[src/rtl/vga_fb_arbiter.sv]
// ---------------------------------------------------------------------------
// vga_fb_arbiter
//
// Shares one single-port synchronous framebuffer SRAM between display
// scanout and a pixel writer. Scanout prefetches pixels into a show-ahead
// FIFO that the display drains with pix_req. The writer uses a valid/ready
// handshake. Every RAM slot is decided here, one operation per cycle.
//
// Optional feature macro: ARB_UNDERFLOW_CNT_EN
//   Adds a saturating 16-bit underflow_cnt output that counts cycles with
//   pix_req while the FIFO is empty. It clears on reset and on frame_start.
//
// Ports:
//   clk, rst_n          clock, synchronous active-low reset
//   frame_start         restart scanout for a new frame (vertical blanking)
//   pix_req, pix_data   display pop request and FIFO head (show-ahead)
//   wr_valid, wr_ready  writer handshake (wr_ready is combinational)
//   wr_addr, wr_data    writer address and data
//   mem_en/we/addr/wdata registered RAM command
//   mem_rdata           RAM read data, one cycle after a read command
//   fetch_done          every pixel of the current frame has been issued
//   underflow           sticky: pix_req arrived with an empty FIFO
//   underflow_cnt       (ARB_UNDERFLOW_CNT_EN only) empty-pop cycle count
// ---------------------------------------------------------------------------
module vga_fb_arbiter #(
    parameter int AW         = 19,
    parameter int DW         = 8,
    parameter int HSIZE      = 800,
    parameter int VSIZE      = 600,
    parameter int FIFO_DEPTH = 16,
    parameter int LOW_WM     = 4
) (
    input  logic          clk,
    input  logic          rst_n,
    input  logic          frame_start,
    input  logic          pix_req,
    output logic [DW-1:0] pix_data,
    input  logic          wr_valid,
    output logic          wr_ready,
    input  logic [AW-1:0] wr_addr,
    input  logic [DW-1:0] wr_data,
    output logic          mem_en,
    output logic          mem_we,
    output logic [AW-1:0] mem_addr,
    output logic [DW-1:0] mem_wdata,
    input  logic [DW-1:0] mem_rdata,
    output logic          fetch_done,
`ifdef ARB_UNDERFLOW_CNT_EN
    output logic [15:0]   underflow_cnt,
`endif
    output logic          underflow
);

    localparam int PW = $clog2(FIFO_DEPTH);
    localparam int CW = PW + 1;
    localparam logic [AW-1:0] LAST_ADDR = AW'(HSIZE * VSIZE - 1);

    logic [DW-1:0] fifo_mem [FIFO_DEPTH];
    logic [PW-1:0] wr_ptr;
    logic [PW-1:0] rd_ptr;
    logic [CW-1:0] fifo_count;
    logic [AW-1:0] fetch_ptr;

    // Read tags follow each granted read through the RAM: tag1 while the
    // command is on the bus, tag2 while its data is on mem_rdata.
    logic tag1;
    logic tag2;

    logic [CW:0] level;
    logic        read_ok;
    logic        urgent;
    logic        do_read;
    logic        fifo_empty;
    logic        push;
    logic        pop;

    // Occupancy counts reads already in flight, so the FIFO can never overflow.
    assign level      = {1'b0, fifo_count} + {{CW{1'b0}}, tag1} + {{CW{1'b0}}, tag2};
    assign read_ok    = !fetch_done && (level < (CW+1)'(FIFO_DEPTH));
    assign urgent     = read_ok && (fifo_count < CW'(LOW_WM));
    assign wr_ready   = wr_valid && !urgent;
    // A write wins any non-urgent slot; the read grant is dropped on frame_start.
    assign do_read    = read_ok && !wr_ready && !frame_start;

    assign fifo_empty = (fifo_count == '0);
    assign push       = tag2 && !frame_start;
    assign pop        = pix_req && !fifo_empty && !frame_start;
    assign pix_data   = fifo_empty ? '0 : fifo_mem[rd_ptr];

    // NOTE: the FIFO storage has no reset; the count and pointers alone define
    // which entries are valid, so clearing the array would buy nothing.
    always_ff @(posedge clk) begin
        if (push) begin
            fifo_mem[wr_ptr] <= mem_rdata;
        end
    end

    // NOTE: all state here uses non-blocking assignments so every register
    // samples the pre-edge values, independent of statement order.
    always_ff @(posedge clk) begin
        if (!rst_n) begin
            mem_en     <= 1'b0;
            mem_we     <= 1'b0;
            mem_addr   <= '0;
            mem_wdata  <= '0;
            fetch_ptr  <= '0;
            fetch_done <= 1'b0;
            tag1       <= 1'b0;
            tag2       <= 1'b0;
            wr_ptr     <= '0;
            rd_ptr     <= '0;
            fifo_count <= '0;
            underflow  <= 1'b0;
        end else begin
            // RAM command for the slot decided this cycle.
            if (wr_ready) begin
                mem_en    <= 1'b1;
                mem_we    <= 1'b1;
                mem_addr  <= wr_addr;
                mem_wdata <= wr_data;
            end else if (do_read) begin
                mem_en    <= 1'b1;
                mem_we    <= 1'b0;
                mem_addr  <= fetch_ptr;
            end else begin
                mem_en    <= 1'b0;
                mem_we    <= 1'b0;
            end

            if (frame_start) begin
                // Flush and discard in-flight reads by clearing their tags.
                fetch_ptr  <= '0;
                fetch_done <= 1'b0;
                tag1       <= 1'b0;
                tag2       <= 1'b0;
                wr_ptr     <= '0;
                rd_ptr     <= '0;
                fifo_count <= '0;
            end else begin
                if (do_read) begin
                    fetch_ptr <= fetch_ptr + 1'b1;
                    if (fetch_ptr == LAST_ADDR) begin
                        fetch_done <= 1'b1;
                    end
                end
                tag1 <= do_read;
                tag2 <= tag1;
                if (push) begin
                    wr_ptr <= wr_ptr + 1'b1;
                end
                if (pop) begin
                    rd_ptr <= rd_ptr + 1'b1;
                end
                case ({push, pop})
                    2'b10:   fifo_count <= fifo_count + 1'b1;
                    2'b01:   fifo_count <= fifo_count - 1'b1;
                    default: fifo_count <= fifo_count;
                endcase
                if (pix_req && fifo_empty) begin
                    underflow <= 1'b1;
                end
            end
        end
    end

`ifdef ARB_UNDERFLOW_CNT_EN
    always_ff @(posedge clk) begin
        if (!rst_n || frame_start) begin
            underflow_cnt <= '0;
        end else if (pix_req && fifo_empty && (underflow_cnt != 16'hFFFF)) begin
            underflow_cnt <= underflow_cnt + 16'd1;
        end
    end
`endif

endmodule

[config.mk]
export PLATFORM = sky130hd
export DESIGN_NAME = vga_fb_arbiter
export DESIGN_NICKNAME = d
export VERILOG_FILES = /design/src/rtl/vga_fb_arbiter.sv
export SDC_FILE = /design/constraint.sdc
export NUM_CORES = 1
export LEC_CHECK = 0
export ABC_AREA = 1
export CORE_ASPECT_RATIO = 0.8
export CORE_MARGIN = 2
export CORE_UTILIZATION = 50
export DETAILED_ROUTE_END_ITERATION = 8
export PLACE_DENSITY = 0.71
export REMOVE_ABC_BUFFERS = 1
export SYNTH_ARGS = -nofsm -noshare
export SYNTH_HDL_FRONTEND = slang
export SYNTH_SLANG_ARGS = --single-unit
[constraint.sdc]
create_clock -name clk -period 5.45 [get_ports clk]
set_input_delay 0.8175 -clock clk [delete_from_list [all_inputs] [get_ports clk]]
set_output_delay 0.8175 -clock clk [all_outputs]
set_load 0.02 [all_outputs]
-- Yosys cells after proc, flatten, opt, wreduce, memory -nomap -nowiden
Memories as Yosys holds them, arrays and structs flattened. A register that Yosys moved wholly into a read port is not among the register bits.
Index checks and enable logic that the tools add are counted.
- RAM bits: 128
- bits in registers: 65
- output and inout port bits: 40
- memories kept: 1
- ROM bits: 0
- logic and storage cells: 58
- latch bits: 0
- memories (memory ; words ; bits a word ; rd ports ; clocked after memory_dff ; wr ports ; line ; source):
    fifo_mem ; 16 ; 8 ; 1 ; 1 ; 1 ; 58 ; logic [DW-1:0] fifo_mem [FIFO_DEPTH];
- divide/modulo/power cells: 0
- shifts and indexed selects: 0
- $mul: 0
- mux-type cells: 11
- order comparisons: 2
- add/sub/neg operators: 7
- reductions and logical operators: 20
- bitwise gates (word level): 2
- eq/ne operators: 3
- operator list (kind ; count):
    two-way mux 19 bit ; 2
    adder 19 x 1 -> 19 bit (second input constant) ; 1
    equality test 19 bit (second input constant) ; 1
    case mux 5 bit (2 select lines) ; 1
    logical AND 1 bit ; 9
    adder 4 x 1 -> 4 bit (second input constant) ; 2
    two-way mux 4 bit ; 2
    two-way mux 8 bit ; 1
    adder 5 x 1 -> 6 bit ; 1
    adder 6 x 1 -> 6 bit ; 1
    < comparator 6 x 5 -> 1 bit (second input constant) ; 1
    adder 5 x 1 -> 5 bit (second input constant) ; 1
    zero test 1 bit ; 5
    zero test 5 bit ; 1
    < comparator 5 x 3 -> 1 bit (second input constant) ; 1
    two-way mux 1 bit ; 5
    subtractor 5 x 1 -> 5 bit (second input constant) ; 1
    AND reduction 2 bit ; 2
    nonzero test 2 bit ; 2
    equality test 2 x 1 -> 1 bit (second input constant) ; 1
    equality test 2 bit (second input constant) ; 1
    NOT 1 bit ; 2
    OR reduction 2 bit ; 1

-- Logic depth before layout (Yosys ltp)
Gate-level depths: netlist (run 1).
- depth in word-level cells: 12
- gate-level depth with buffers: 13
- mapped depth without buffers: 13

-- Least setup slack after synthesis (run 1)
No wires, ideal clock.
- kind: input to register
- start point: input port pix_req
- end point: register fifo_count[4]
- stages on the path: 12
- setup time: 0.135 ns
- arrival time: 2.256 ns
- slack: 3.059 ns
- path through: inv_1 nor2_1 nand2_1 clkinv_1 ha_1 fa_1 a21oi_1 nor2_1 o21bai_1 nand2_1 nand2_1 a21oi_1
- cells in the longest elaborated chain, start to end: 4
- RTL lines (what ; line ; source):
    from (decl) ; 36 ; input logic pix_req,
    logical AND 1 bit * (2 in a row) ; 87 ; assign pop = pix_req && !fifo_empty && !frame_start;
    net pop ; 75 ; logic pop;
    equality test 2 x 1 -> 1 bit / equality test 2 bit (equally long branches) ; 154 ; case ({push, pop})
    case mux 5 bit (2 select lines) / nonzero test 2 bit (equally long branches) ; n/a ;
    to (signal assigned) ; 155 ; 2'b10: fifo_count <= fifo_count + 1'b1;
    to (signal assigned) ; 156 ; 2'b01: fifo_count <= fifo_count - 1'b1;
    to (signal assigned) ; 157 ; default: fifo_count <= fifo_count;
    to (decl) ; 61 ; logic [CW-1:0] fifo_count;
Mark *: on every way through the listed nets, which the timed path passes. The rest lies on a longest branch.
A chain may end at the register's enable or synchronous reset.

==> flow_metrics.py, run 1 <==
metrics = {
    "outcome": {
        "outcome": "complete, no violations",
    },
    "timing": {
        "max_slew_margin_pct": 22.0,
        "slew_viol_final": 0,
        "period_minus_slack_ns": 3.86,
        "timing.fmax_mhz": 259,
        "worst_pin_slew_ns": 1.17,
        "fin_tns_setup_ns": 0,
        "rsz0062_at_grt": "no",
        "finalCritPeriodShare_pct": 70.8,
        "setup_viol": 0,
        "final-hold-violation-count": 0,
        "fin_worst_skew_ns": 0.0106,
    },
    "power": {
        "p_per_area_mw_per_mm2": 297,
        "peakVddDrop_mv": 0.207,
        "power_mw": 3.02,
        "p_leak_nw": 3.71,
    },
    "finish": {
        "areaGrowthSynthToFinish_pct": 16.5,
        "layout-drive-gt1-share_pct": 7.51,
        "fillers": 1478,
        "fin_area_mm2": 0.0102,
        "n_antenna_cell": 0,
        "finalNetCount": 1051,
    },
    "job": {
        "maxCapViolations": 0,
    },
    "synthesis": {
        "synth_edf_count": 128,
        "ys_types": 38,
        "avgSynthCellArea_um2": 9.30,
        "yosys_warnings": 0,
        "synthArstFlopShare_pct": 0,
        "ys_ff_latch": 197,
        "seq_area_frac_synth_pct": 59.8,
        "netlist_area_mm2": 0.00874,
        "netlist_instances": 940,
        "synth_flop_cell": "edfxtp_1",
    },
    "critical_path": {
        "cp.arrival_ns": 3.04,
        "cpLargestDelayFamily": "buffers and inverters",
        "cp-end-kind": "output pin",
        "slowest_stage": "inv_2",
        "r2r_setup_slack_ns": 3.08,
        "critPathKind": "flip-flop to output pin",
        "path_depth": 8,
        "crit_end": "pix_data[7]",
        "timing.rr.start": "fifo_count[0]",
        "crit_path_cell_trace": "inv_2 > nand2_1 > nand3_1 > nand3_1 > nand2_1 > nand2_1 > a21oi_1 > clkdlybuf4s50_1",
        "required_ns": 4.63,
        "worstSetupStartpointType": "flip-flop",
        "crit_path_max_incr_delay_ns": 0.81,
        "path_buf_inv": 2,
        "regToRegEndpoint": "fifo_count[4]",
        "crit_fanout": 64,
        "critPathMostFrequentCell": "nand2_1",
        "rr_worst_depth": 12,
    },
    "detailed_routing": {
        "drt-initial-drc-count": 599,
        "vias": 6604,
        "vias_per_cell": 5.34,
        "post_drt_wl_per_cell_um": 16.5,
        "final_antenna_net_count": 0,
        "routed_wl_mm": 20.4,
        "dr.pass1.iters": 6,
        "drc": 0,
    },
    "floorplanning": {
        "num_rows": 43,
        "dieArea_mm2": 0.0186,
        "core_mm2": 0.0172,
        "die_w_um": 152,
        "start_util_pct": 50.8,
        "fp.dieH_um": 122,
        "io_pins": 80,
    },
    "placed_design": {
        "place_area_mm2": 0.00957,
        "io_buffers": 79,
        "gp_congestion": 0.859,
        "dp_hpwl_mm": 12.8,
    },
    "clock_network": {
        "clock_latency_ns": 0.44,
        "h-tree-depth": 4,
        "cts_buffers": 17,
        "ctsHoldBuffers": 0,
        "clock-sinks": 197,
        "path_clk_slew_ns": 0.07,
        "tritoncts": "built",
        "post_cts_resized": 0,
        "postCtsSetupBuffers": 0,
        "root_buffer": "clkbuf_16",
        "clockBufferDepth": 2,
    },
    "global_routing": {
        "grt_pass1_vias": 6342,
        "grt_pass1_wl_mm": 32.8,
        "grt_overflow": 0,
        "grt_antenna_before_repair": 0,
        "gr-usage-all-layers_pct": 22.5,
        "grt_max_degree": 65,
    },
    "worst_hold_path": {
        "hold_class": "flip-flop to flip-flop",
    },
}
cell type report:
type	instances	area, um2	area share, %
multi-input combinational	654	3070	30.1
timing repair buffer	82	813	7.98
tap	225	282	2.76
clock inverter	15	191	1.88
clock buffer	17	425	4.18
inverter	47	184	1.81
sequential	197	5230	51.3
cell families after synthesis:
logic type | share of synthesized area, %
DFF | 59.8
xor gates and xnor gates | 1.20
and+or+nand+nor | 26.9
buffers and inverters | 5.15
AOI/OAI and AO/OA | 5.15
adders and majority gates | 1.80
cell usage in the layout, fill, tap and decap left out, types with 2 or more instances in the layout:
master | netlist | final
clkinvlp_4 | 0 | 2
clkdlybuf4s50_1 | 0 | 79
inv_1 | 40 | 40
nand2_1 | 331 | 331
nor3_1 | 3 | 3
xor2_1 | 6 | 6
inv_2 | 3 | 3
nor2_2 | 2 | 2
buf_4 | 2 | 3
nor2_1 | 75 | 75
o21ai_0 | 21 | 21
a21oi_2 | 14 | 14
ha_1 | 11 | 11
dfxtp_1 | 69 | 68
nand3_1 | 112 | 112
a21oi_1 | 43 | 43
edfxtp_1 | 128 | 128
bufinv_16 | 0 | 3
inv_6 | 1 | 6
nor2_4 | 2 | 2
nand4_1 | 8 | 8
clkbuf_16 | 0 | 17
xnor2_1 | 6 | 6
clkinv_4 | 0 | 3
clkinv_1 | 2 | 2
nand2_2 | 11 | 11
per-layer routing:
metal,vias up,wire length [um],global-route usage (%)
met5,-,0,0
met4,0,321,7.01
met3,26,1140,4.10
met2,206,9260,35.4
met1,3132,9700,32.1
li1,3240,-,-
per-stage QoR:
step                hold slack, ns  worst slack, ns  cells  utilization, %
floorplan                    0.409             2.08    898               -
global placement             0.418             1.86   1205            55.6
detailed placement           0.430             1.78   1205            55.6
CTS                          0.456             1.59   1237            59.2
global route                 0.464             1.40   1237            59.2
finish                       0.454             1.59   1237            59.2
power by group:
group          internal, mW  switching, mW
Clock                 0.734          0.574
Combinational        0.0464         0.0736
Sequential             1.59        0.00453
flip-flops by register name, indices dropped and copies added, names as in the netlist, named ones only:
name	cells
mem_addr	19
wr_ptr	4
fetch_ptr	19
tag1	1
underflow	1
mem_wdata	8
fifo_count	5
fifo_mem	128
fetch_done	1
mem_en	1
tag2	1
rd_ptr	4
mem_we	1
worst min-delay path by stage:
stage	start	endpoint	slack, ns	cells past startpoint
floorplan	tag1	tag2	0.41	2
global placement	tag1	tag2	0.42	2
detailed placement	tag1	tag2	0.43	2
CTS	tag1	tag2	0.46	2
global route	tag1	tag2	0.46	2
finish	tag1	tag2	0.45	2
cell usage after synthesis (4+ instances only):
| cell type | n | area (um2) |
|---|---|---|
| o21ai_0 | 21 | 105 |
| nor2_1 | 75 | 282 |
| a21oi_1 | 43 | 215 |
| xnor2_1 | 6 | 52.6 |
| nand2_1 | 331 | 1240 |
| xor2_1 | 6 | 52.6 |
| dfxtp_1 | 69 | 1380 |
| buf_6 | 4 | 45.0 |
| clkbuf_1 | 16 | 60.1 |
| nand3_1 | 112 | 561 |
| edfxtp_1 | 128 | 3840 |
| ha_1 | 11 | 138 |
| a21oi_2 | 14 | 123 |
| nand4_1 | 8 | 50.1 |
| buf_2 | 14 | 70.1 |
| inv_1 | 40 | 150 |
| nand2_2 | 11 | 68.8 |
tightest hold or removal path, stage by stage (launching register included):
cell and delay, ns:
dfxtp_1 0.32, inv_1 0.05, nor2_1 0.04
No activity file was read; power rests on OpenSTA's default activity.
==> run 2, diff against run 1 <==
==> constraint.sdc (replaced) <==
create_clock -name clk -period 3.85 [get_ports clk]
set_input_delay 0.5775 -clock clk [delete_from_list [all_inputs] [get_ports clk]]
set_output_delay 0.5775 -clock clk [all_outputs]
set_load 0.02 [all_outputs]
==> run 2 against run 1 <==
Effect of this change:
- via count rose by 0.23%
- die area stayed put
- wire length decreased by 0.48%
- sequential power increased by 41%
- sequential share of layout area up 0.16 points
- design area decreased by 0.31%
- sequential cell count is the same
- clock power up 29%
- non-clock buffer count up 5
- cell count grew 0.40%
- combinational power rose by 43%
- first-iteration DRC count increased by 0.17%
- critical path type unchanged
- critical endpoint is now pix_data[1]
- largest power group unchanged
==> flow_metrics.py, run 2 (synthesized netlist as in run 1, its figures left out) <==
metrics = {
    "clock_network": {
        "ctsHoldBuffers": 0,
        "post_cts_resized": 0,
        "cts_buffers": 17,
        "clock_latency_ns": 0.43,
        "postCtsSetupBuffers": 0,
        "tritoncts": "built",
        "path_clk_slew_ns": 0.07,
        "h-tree-depth": 4,
        "root_buffer": "clkbuf_16",
        "clock-sinks": 197,
        "clockBufferDepth": 2,
    },
    "power": {
        "switchingPower_uw": 850,
        "pwr-share-seq_pct": 54.9,
        "p_leak_nw": 3.70,
        "power_mw": 4.12,
        "swShare_pct": 20.7,
        "p_per_area_mw_per_mm2": 405,
        "clkPwrFrac_pct": 40.9,
        "peakVddDrop_mv": 0.227,
        "p_comb_share_pct": 4.1,
        "intPower_mw": 3.27,
    },
    "finish": {
        "most-common-layout-cells": "331 x nand2_1, 128 x edfxtp_1, 112 x nand3_1",
        "fin_area_mm2": 0.0102,
        "regMostFlops": "fifo_mem",
        "finalNetCount": 1056,
        "final_common_cell": "nand2_1",
        "layout-drive-gt1-share_pct": 7.18,
        "fillers": 1497,
        "reg.largest.list": "fifo_mem x128, fetch_ptr x19, mem_addr x19",
        "areaGrowthSynthToFinish_pct": 16.2,
        "largest_reg_flops": 128,
        "n_antenna_cell": 0,
        "fin_cells": 1242,
    },
    "floorplanning": {
        "fp.dieH_um": 122,
        "start_util_pct": 50.8,
        "io_pins": 80,
        "die_w_um": 152,
        "dieArea_mm2": 0.0186,
        "num_rows": 43,
        "core_mm2": 0.0172,
    },
    "timing": {
        "finalCritPeriodShare_pct": 86.3,
        "setup_viol": 0,
        "period_minus_slack_ns": 3.32,
        "worst_pin_slew_ns": 1.13,
        "setup_ws_ns": 0.528,
        "final-hold-violation-count": 0,
        "fin_tns_setup_ns": 0,
        "max_slew_margin_pct": 24.3,
        "timing.fmax_mhz": 301,
        "slew_viol_final": 0,
        "fin_worst_skew_ns": 0.00999,
        "rsz0062_at_grt": "no",
    },
    "detailed_routing": {
        "drc": 0,
        "post_drt_wl_per_cell_um": 16.4,
        "vias": 6619,
        "final_antenna_net_count": 0,
        "vias_per_cell": 5.33,
        "drt-initial-drc-count": 600,
        "routed_wl_mm": 20.3,
        "dr.pass1.iters": 5,
    },
    "critical_path": {
        "required_ns": 3.27,
        "crit_fanout": 32,
        "cp-end-kind": "output pin",
        "cp.arrival_ns": 2.74,
        "critPathKind": "flip-flop to output pin",
        "worstSetupStartpointType": "flip-flop",
    },
    "global_routing": {
        "grt_pass1_vias": 6300,
        "grt_pass1_wl_mm": 33.5,
        "grt_antenna_before_repair": 0,
        "gr-usage-all-layers_pct": 22.9,
        "grt_overflow": 0,
        "grt_max_degree": 65,
    },
    "placed_design": {
        "io_buffers": 79,
        "dp_hpwl_mm": 13.0,
        "dp_slack_ns": 0.920,
        "gp_congestion": 0.909,
        "place_area_mm2": 0.00961,
        "placed_cells": 1210,
    },
    "outcome": {
        "outcome": "complete, no violations",
    },
    "worst_hold_path": {
        "hold_class": "flip-flop to flip-flop",
    },
    "job": {
        "maxCapViolations": 0,
    },
}
-- run 2: cell count changes in the layout (fill, tap and decap cells not counted), sizes merged --
| cell | before | now |
|---|---|---|
| bufinv | 3 | 2 |
| buf | 3 | 8 |
| clkinv | 6 | 10 |
| clkbuf | 17 | 20 |
| inv | 51 | 46 |
| clkinvlp | 2 | 1 |
-- run 2: path summary, 6_finish.rpt --
check	end	slack, ns	cells after the start	from
max	pix_data[1]	0.53	7	flip-flop
min	tag2	0.43	2	tag1
max reg2reg	fifo_count[4]	1.49	12	fifo_count[0]
min reg2reg	tag2	0.43	2	tag1
-- run 2: metal layers --
layer / global-route usage, % / part of all wire, %
met5: 0 / 0
met4: 5.67 / 1.3
met3: 5.23 / 6.8
met2: 35.5 / 45
met1: 33.0 / 47
-- run 2: per-stage QoR --
step | utilization [%] | hold slack, ns
CTS | 59.0 | 0.428
finish | 59.0 | 0.428
global placement | 55.8 | 0.416
detailed placement | 55.8 | 0.421
global route | 59.0 | 0.436
floorplan | - | 0.409
-- run 2: cell type report --
class / instances / area (um2) / area share [%]
inverter: 47 / 184 / 1.81
timing repair buffer: 87 / 851 / 8.38
tap: 225 / 282 / 2.77
multi-input combinational: 654 / 3070 / 30.2
clock inverter: 12 / 111 / 1.10
sequential: 197 / 5230 / 51.5
clock buffer: 20 / 437 / 4.30
-- run 2: power by group through the flow --
stage          clock (mW)  combinational, mW  sequential (mW)
2_1_floorplan           0             0.0626             2.31
3_3_place_gp            0              0.169             2.31
3_5_place_dp            0              0.171             2.31
4_1_cts              1.71              0.171             2.26
5_1_grt              1.80              0.187             2.26
6_report             1.69              0.171             2.26
-- run 2: critical path, cell delays in order, from the launching register on --
cell and delay, ns:
dfxtp_1 0.31, inv_1 0.81, nand3_1 0.22, nand3_1 0.18, nand2_1 0.10, nand2_1 0.07
a21oi_1 0.07, clkdlybuf4s50_1 0.54
